## config.mk

```make
export PLATFORM = sky130hd
export DESIGN_NAME = exp_op_sequencer_flat
export DESIGN_NICKNAME = d
export VERILOG_FILES = /design/src/rtl/exp_op_sequencer_pkg.sv /design/src/rtl/exp_op_sequencer_if.sv /design/src/rtl/exp_op_sequencer.sv /design/src/flat_wrapper.sv
export SDC_FILE = /design/constraint.sdc
export NUM_CORES = 1
export LEC_CHECK = 0
export ABC_AREA = 1
export BUFFER_PORTS_ARGS = -buffer_cell sky130_fd_sc_hd__buf_2
export CORE_MARGIN = 5
export CORE_UTILIZATION = 49
export DETAILED_ROUTE_END_ITERATION = 12
export PLACE_DENSITY = 0.78
export SLEW_MARGIN = 0
export SYNTH_ARGS = -nofsm -noshare
export SYNTH_HDL_FRONTEND = slang
export SYNTH_SLANG_ARGS = --single-unit
```

## constraint.sdc

```tcl
create_clock -name clk -period 1.4 [get_ports clk]
set_input_delay 0.07 -clock clk [delete_from_list [all_inputs] [get_ports clk]]
set_output_delay 0.07 -clock clk [all_outputs]
set_load 0.02 [all_outputs]
```

## src/rtl/exp_op_sequencer_pkg.sv

```systemverilog
// Shared encodings for the exponent add/subtract control sequencer.
// State codes are 3-bit binary with IDLE at zero so a cleared register is idle.
// Operand-select and add/subtract encodings match the exponent unit's mux/op inputs.
package exp_op_sequencer_pkg;

  // Default watchdog width: a wait state gives up after 2**TO_W-1 cycles
  localparam int TO_W_DEFAULT = 5;

  typedef enum logic [2:0] {
    ST_IDLE       = 3'd0,
    ST_DIFF       = 3'd1,
    ST_SWAP       = 3'd2,
    ST_DIFF2      = 3'd3,
    ST_ALIGN_WAIT = 3'd4,
    ST_NORM_WAIT  = 3'd5,
    ST_ADJ        = 3'd6,
    ST_DONE       = 3'd7
  } state_t;

  // Operand A/B mux: OPER0 = raw exponents X/Y, OPER1 = feedback / adjust amount
  localparam logic SEL_OPER0 = 1'b0;
  localparam logic SEL_OPER1 = 1'b1;

  // Exponent unit operation
  localparam logic OP_ADD = 1'b0;
  localparam logic OP_SUB = 1'b1;

endpackage

```

## src/rtl/exp_op_sequencer_if.sv

```systemverilog
// Control/status bundle between the exponent sequencer and its neighbours.
// master = the sequencer; slave = top FSM, exponent unit and mantissa stages.
// Signal names keep the existing exponent-unit port naming.
interface exp_op_sequencer_if;

  // Towards the sequencer
  logic start_i;
  logic ovf_flag_i;
  logic unf_flag_i;
  logic align_done_i;
  logic norm_valid_i;
  logic norm_inc_i;

  // From the sequencer
  logic FSM_Load_o;
  logic FSM_Add_Subt_o;
  logic FSM_select_A_o;
  logic FSM_select_B_o;
  logic swap_o;
  logic align_req_o;
  logic ready_o;
  logic done_o;
  logic ovf_o;
  logic unf_o;
  logic timeout_o;

  modport master (
    input  start_i, ovf_flag_i, unf_flag_i, align_done_i, norm_valid_i, norm_inc_i,
    output FSM_Load_o, FSM_Add_Subt_o, FSM_select_A_o, FSM_select_B_o,
           swap_o, align_req_o, ready_o, done_o, ovf_o, unf_o, timeout_o
  );

  modport slave (
    output start_i, ovf_flag_i, unf_flag_i, align_done_i, norm_valid_i, norm_inc_i,
    input  FSM_Load_o, FSM_Add_Subt_o, FSM_select_A_o, FSM_select_B_o,
           swap_o, align_req_o, ready_o, done_o, ovf_o, unf_o, timeout_o
  );

endinterface

```

## src/rtl/exp_op_sequencer.sv

```systemverilog
// Sequences the exponent unit: X-Y difference, optional swap, align/normalise waits, final adjust.
// Latency: start accepted at edge N -> done_o in cycle N+5 (N+7 with swap) plus any wait cycles.
// Backpressure: start_i only accepted while ready_o (IDLE); waits stall on align/normalise with a watchdog.
module exp_op_sequencer
  import exp_op_sequencer_pkg::*;
#(
  parameter int TO_W = TO_W_DEFAULT
) (
  input  logic               clk,
  input  logic               rst,
  exp_op_sequencer_if.master bus
);

  // Watchdog reaches this value during the (2**TO_W-1)-th wait cycle
  localparam logic [TO_W-1:0] WD_LAST = {{(TO_W-1){1'b1}}, 1'b0};
  localparam logic [TO_W-1:0] WD_ONE  = {{(TO_W-1){1'b0}}, 1'b1};

  state_t          state;
  state_t          state_nxt;
  logic [TO_W-1:0] wd;
  logic            timeout_evt;
  logic            dir;
  logic            ovf_q;
  logic            unf_q;
  logic            tmo_q;

  // State register; reset overrides any in-flight sequence
  always_ff @(posedge clk) begin
    if (rst) begin
      state <= ST_IDLE;
    end else begin
      state <= state_nxt;
    end
  end

  // Next-state: exit events in the wait states take precedence over watchdog expiry
  always_comb begin
    state_nxt   = state;
    timeout_evt = 1'b0;
    case (state)
      ST_IDLE:       if (bus.start_i) state_nxt = ST_DIFF;
      ST_DIFF:       state_nxt = bus.unf_flag_i ? ST_SWAP : ST_ALIGN_WAIT;
      ST_SWAP:       state_nxt = ST_DIFF2;
      ST_DIFF2:      state_nxt = ST_ALIGN_WAIT;
      ST_ALIGN_WAIT: begin
        if (bus.align_done_i) begin
          state_nxt = ST_NORM_WAIT;
        end else if (wd == WD_LAST) begin
          state_nxt   = ST_DONE;
          timeout_evt = 1'b1;
        end
      end
      ST_NORM_WAIT:  begin
        if (bus.norm_valid_i) begin
          state_nxt = ST_ADJ;
        end else if (wd == WD_LAST) begin
          state_nxt   = ST_DONE;
          timeout_evt = 1'b1;
        end
      end
      ST_ADJ:        state_nxt = ST_DONE;
      ST_DONE:       state_nxt = ST_IDLE;
      default:       state_nxt = ST_IDLE;
    endcase
  end

  // Watchdog, normalise direction and sticky result flags
  always_ff @(posedge clk) begin
    if (rst) begin
      wd    <= '0;
      dir   <= 1'b0;
      ovf_q <= 1'b0;
      unf_q <= 1'b0;
      tmo_q <= 1'b0;
    end else begin
      // Counts while parked in a wait state, restarts from zero on every state change
      if ((state == ST_ALIGN_WAIT || state == ST_NORM_WAIT) && state_nxt == state) begin
        wd <= wd + WD_ONE;
      end else begin
        wd <= '0;
      end
      if (state == ST_NORM_WAIT && bus.norm_valid_i) begin
        dir <= bus.norm_inc_i;
      end
      if (state == ST_IDLE && bus.start_i) begin
        ovf_q <= 1'b0;
        unf_q <= 1'b0;
        tmo_q <= 1'b0;
      end
      // Only the flag matching the adjust direction is meaningful
      if (state == ST_ADJ) begin
        ovf_q <= bus.ovf_flag_i & dir;
        unf_q <= bus.unf_flag_i & ~dir;
      end
      if (timeout_evt) begin
        tmo_q <= 1'b1;
      end
    end
  end

  // Moore output decode of the exponent-unit controls and handshakes
  always_comb begin
    bus.FSM_Load_o     = 1'b0;
    bus.FSM_Add_Subt_o = OP_ADD;
    bus.FSM_select_A_o = SEL_OPER0;
    bus.FSM_select_B_o = SEL_OPER0;
    bus.swap_o         = 1'b0;
    bus.align_req_o    = 1'b0;
    bus.ready_o        = 1'b0;
    bus.done_o         = 1'b0;
    case (state)
      ST_IDLE:       bus.ready_o = 1'b1;
      ST_DIFF,
      ST_DIFF2:      begin
        bus.FSM_Load_o     = 1'b1;
        bus.FSM_Add_Subt_o = OP_SUB;
      end
      ST_SWAP:       bus.swap_o = 1'b1;
      ST_ALIGN_WAIT: bus.align_req_o = 1'b1;
      ST_ADJ:        begin
        bus.FSM_Load_o     = 1'b1;
        bus.FSM_Add_Subt_o = dir ? OP_ADD : OP_SUB;
        bus.FSM_select_A_o = SEL_OPER1;
        bus.FSM_select_B_o = SEL_OPER1;
      end
      ST_DONE:       bus.done_o = 1'b1;
      default:       bus.ready_o = 1'b0;
    endcase
  end

  assign bus.ovf_o     = ovf_q;
  assign bus.unf_o     = unf_q;
  assign bus.timeout_o = tmo_q;

endmodule
```

## src/flat_wrapper.sv

```systemverilog
// flat-port wrapper written by rule: the top's interface ports become plain ports
module exp_op_sequencer_flat import exp_op_sequencer_pkg::*;
#(
  parameter int TO_W = TO_W_DEFAULT
)
  (clk, rst, bus_start_i, bus_ovf_flag_i, bus_unf_flag_i, bus_align_done_i, bus_norm_valid_i, bus_norm_inc_i, bus_FSM_Load_o, bus_FSM_Add_Subt_o, bus_FSM_select_A_o, bus_FSM_select_B_o, bus_swap_o, bus_align_req_o, bus_ready_o, bus_done_o, bus_ovf_o, bus_unf_o, bus_timeout_o);
  exp_op_sequencer_if bus_i ();
  input  logic clk;
  input  logic rst;
  input wire logic [$bits(bus_i.start_i)-1:0] bus_start_i;
  input wire logic [$bits(bus_i.ovf_flag_i)-1:0] bus_ovf_flag_i;
  input wire logic [$bits(bus_i.unf_flag_i)-1:0] bus_unf_flag_i;
  input wire logic [$bits(bus_i.align_done_i)-1:0] bus_align_done_i;
  input wire logic [$bits(bus_i.norm_valid_i)-1:0] bus_norm_valid_i;
  input wire logic [$bits(bus_i.norm_inc_i)-1:0] bus_norm_inc_i;
  output wire logic [$bits(bus_i.FSM_Load_o)-1:0] bus_FSM_Load_o;
  output wire logic [$bits(bus_i.FSM_Add_Subt_o)-1:0] bus_FSM_Add_Subt_o;
  output wire logic [$bits(bus_i.FSM_select_A_o)-1:0] bus_FSM_select_A_o;
  output wire logic [$bits(bus_i.FSM_select_B_o)-1:0] bus_FSM_select_B_o;
  output wire logic [$bits(bus_i.swap_o)-1:0] bus_swap_o;
  output wire logic [$bits(bus_i.align_req_o)-1:0] bus_align_req_o;
  output wire logic [$bits(bus_i.ready_o)-1:0] bus_ready_o;
  output wire logic [$bits(bus_i.done_o)-1:0] bus_done_o;
  output wire logic [$bits(bus_i.ovf_o)-1:0] bus_ovf_o;
  output wire logic [$bits(bus_i.unf_o)-1:0] bus_unf_o;
  output wire logic [$bits(bus_i.timeout_o)-1:0] bus_timeout_o;
  assign bus_i.start_i = bus_start_i;
  assign bus_i.ovf_flag_i = bus_ovf_flag_i;
  assign bus_i.unf_flag_i = bus_unf_flag_i;
  assign bus_i.align_done_i = bus_align_done_i;
  assign bus_i.norm_valid_i = bus_norm_valid_i;
  assign bus_i.norm_inc_i = bus_norm_inc_i;
  assign bus_FSM_Load_o = bus_i.FSM_Load_o;
  assign bus_FSM_Add_Subt_o = bus_i.FSM_Add_Subt_o;
  assign bus_FSM_select_A_o = bus_i.FSM_select_A_o;
  assign bus_FSM_select_B_o = bus_i.FSM_select_B_o;
  assign bus_swap_o = bus_i.swap_o;
  assign bus_align_req_o = bus_i.align_req_o;
  assign bus_ready_o = bus_i.ready_o;
  assign bus_done_o = bus_i.done_o;
  assign bus_ovf_o = bus_i.ovf_o;
  assign bus_unf_o = bus_i.unf_o;
  assign bus_timeout_o = bus_i.timeout_o;
  exp_op_sequencer #(.TO_W(TO_W)) u_core (.clk(clk), .rst(rst), .bus(bus_i));
endmodule
```

==> results.ini <==
[status]
status=finished clean

[cts]
clk_latency_ns=0.27
root_buffer=clkbuf_4
cts_sinks=12
cts_tree=built
clockBufferDepth=2
htreeDepth=1
cts_hold_repair.buffers=0
cts-buffers-inserted=3
clk_pin_slew_ns=0.08

[layout]
final_nets=124
seq_area_sq_um=248
fillCellCount=128
drive_gt1_share_pct=44.6
antenna_cells=0
multi_input_area_sq_um=383
area_growth_syn_to_layout_pct=23.2

[sta]
hold_violations=0
fin_crit_sh_pct=92.9
rsz0062_at_grt=no
skew_ns=0.00940
fmax_ghz=0.769
fin_ws_ns=0.100
drv_slew=0
relSlewSlack_pct=82.9
tns_ns=0
worst_pin_slew_ns=0.255
finalCriticalPeriod_ns=1.30
holdWs_ns=0.0479
setup_viol=0

[setup_path]
cp_common_cell=nand2_1
critPathSlowestCell=dfxtp_2
cp_data_required_time_ns=1.60
crit_fanout=5
end_kind=register
worstPathCellList=inv_2 > ha_4 > nand2_1 > inv_1 > nand2_1 > nand3_1 > nand2_1 > nand2_2 > nor2_4 > nand2_4 > nor2_2
worstSetupPathType=reg2reg
cp.arrival_ns=1.50
cpPeakStageDelay_ns=0.33
critical_path.startpoint_type=register

[synth]
synth_seq_area_share_pct=35.7
post-synth-top-count-cell=nand2_1
synth-seq-cells=12
synthFlopType=dfxtp_1
synth_area_sq_um=673
syn-instance-count=92
synth_warnings=0
syn_avg_cell_area_sq_um=7.32
netlist.area_leader.share_pct=35.7
synthArstFlopShare_pct=0
syn_nets=102
synth.distinct_cells=21
synthTopCellsByArea=dfxtp_1 (36%), nand2_1 (9.5%), nor2_2 (7.4%), nand3_1 (6.7%), a21oi_1 (5.2%)
synth-edff-count=0
yosysTopAreaCell=dfxtp_1
synthTopCellsByCount=nand2_1 (17), dfxtp_1 (12), inv_1 (9), nand3_1 (9), nor2_2 (8)

[routing]
drt-pass1-iter-count=4
finalWirelength_mm=1.49
dr_total_vias=635
wl_met3_um=118
m1WireLength_um=617
wl_met2_um=740
drc_errors=0
drtIter0Drc=15
viasPerCell=5.00
wl_per_cell_um=11.7
ant_nets=0
top_layer_used=met4

[floorplanning]
initial_core_util_pct=51.7
core_sq_um=1300
die_height_um=47.1
core.rowCount=13
dieArea_sq_um=2220
pin_count=19
die_w_um=47.1

[global_route]
grt_first_pass_wirelength_mm=2.21
grt.total_usage_pct=14.4
antenna_found_initial=0
globalRouteOverflowTotal=0
grt_pass1_vias=562
grt_max_degree=10

[power_and_ir_drop]
power_density_nw_per_um2=1170
leakagePower_uw=0.000421
p_total_uw=974
ir_drop_mv=0.756

[worst_hold_path]
holdCritPathClass=in2reg

[placement]
io_buffers=18
gp_congestion=0.851
dp_hpwl_mm=1.12
place_ws_ns=0.0519

[job]
drv_cap=0

[worst paths after layout]
| kind | cells past startpoint | from | end | slack, ns |
|---|---|---|---|---|
| worst min-delay path | 2 | rst | u_core.state[0] | 0.05 |
| worst max register to register | 11 | u_core.wd[0] | u_core.wd[0] | 0.1 |
| worst max-delay path | 11 | u_core.wd[0] | u_core.wd[0] | 0.1 |
| worst min register to register | 2 | u_core.bus.timeout_o | u_core.bus.timeout_o | 0.46 |
[through the flow]
step	std cells	utilization [%]	instance area, sq um
global placement	123	58.4	759
floorplan	92	-	673
finish	127	63.7	830
global route	127	63.7	830
CTS	126	60.5	787
detailed placement	123	58.4	759
[per-layer routing]
metal  vias to the layer above  track usage [%]
met2                        23             24.9
li1                        329                -
met5                         -                0
met3                         2             5.75
met4                         0             6.63
met1                       281             15.2
[state kept, by name (all words and copies together) (netlist names)]
| name | flops |
|---|---|
| u_core.bus.timeout_o | 1 |
| u_core.bus.ovf_o | 1 |
| u_core.wd | 5 |
| u_core.dir | 1 |
| u_core.state | 3 |
| u_core.bus.unf_o | 1 |
[area by class of cell]
class	count	area share, %
tap	15	2.26
clock buffer	3	2.71
multi-input combinational	63	46.2
inverter	14	6.33
sequential	12	29.9
timing repair buffer	20	12.7
[layout by cell type (no fill, tap or decap), types with 2 or more instances in the layout]
master | Yosys | routed
nor2_2 | 8 | 5
buf_2 | 0 | 18
clkbuf_4 | 0 | 3
a21oi_1 | 7 | 7
inv_2 | 5 | 6
xor2_1 | 2 | 2
inv_1 | 9 | 8
nand2_2 | 2 | 4
nor2_1 | 5 | 5
nand3_1 | 9 | 9
nor3_1 | 3 | 3
nand2_1 | 17 | 15
dfxtp_1 | 12 | 8
dfxtp_2 | 0 | 3
nor2_4 | 0 | 3
buf_4 | 1 | 2
[cells by family after synthesis]
group / count (synthesis) / synth area share [%]
xor gates and xnor gates: 3 / 3.90
AOI/OAI and AO/OA: 11 / 8.92
DFF: 12 / 35.7
adders and majority gates: 2 / 3.72
and+or+nand+nor: 47 / 35.5
buffers and inverters: 17 / 12.3
[report_power, final]
group	switching (uW)	internal (uW)	leakage (uW)
Clock	109	99.6	0.0000138
Sequential	46.4	371	0.0000991
Combinational	232	116	0.000308
[worst max-delay path: cells and delay by family (launching register included)]
kind	cells	cell delay [ns]
fa+ha+maj	1	0.14
buf+inv	2	0.08
simple gates	8	0.67
flops	1	0.33
[timing repair]
item / in CTS / in global routing
endpoints found under the hold margin: 0 / 0
pin swaps: 0 / 6
endpoints found under the setup margin: 2 / 7
gates resized for setup: 3 / 11
gates cloned: 0 / 0
setup buffers: 0 / 1
Power figures use the tool's default switching activity.
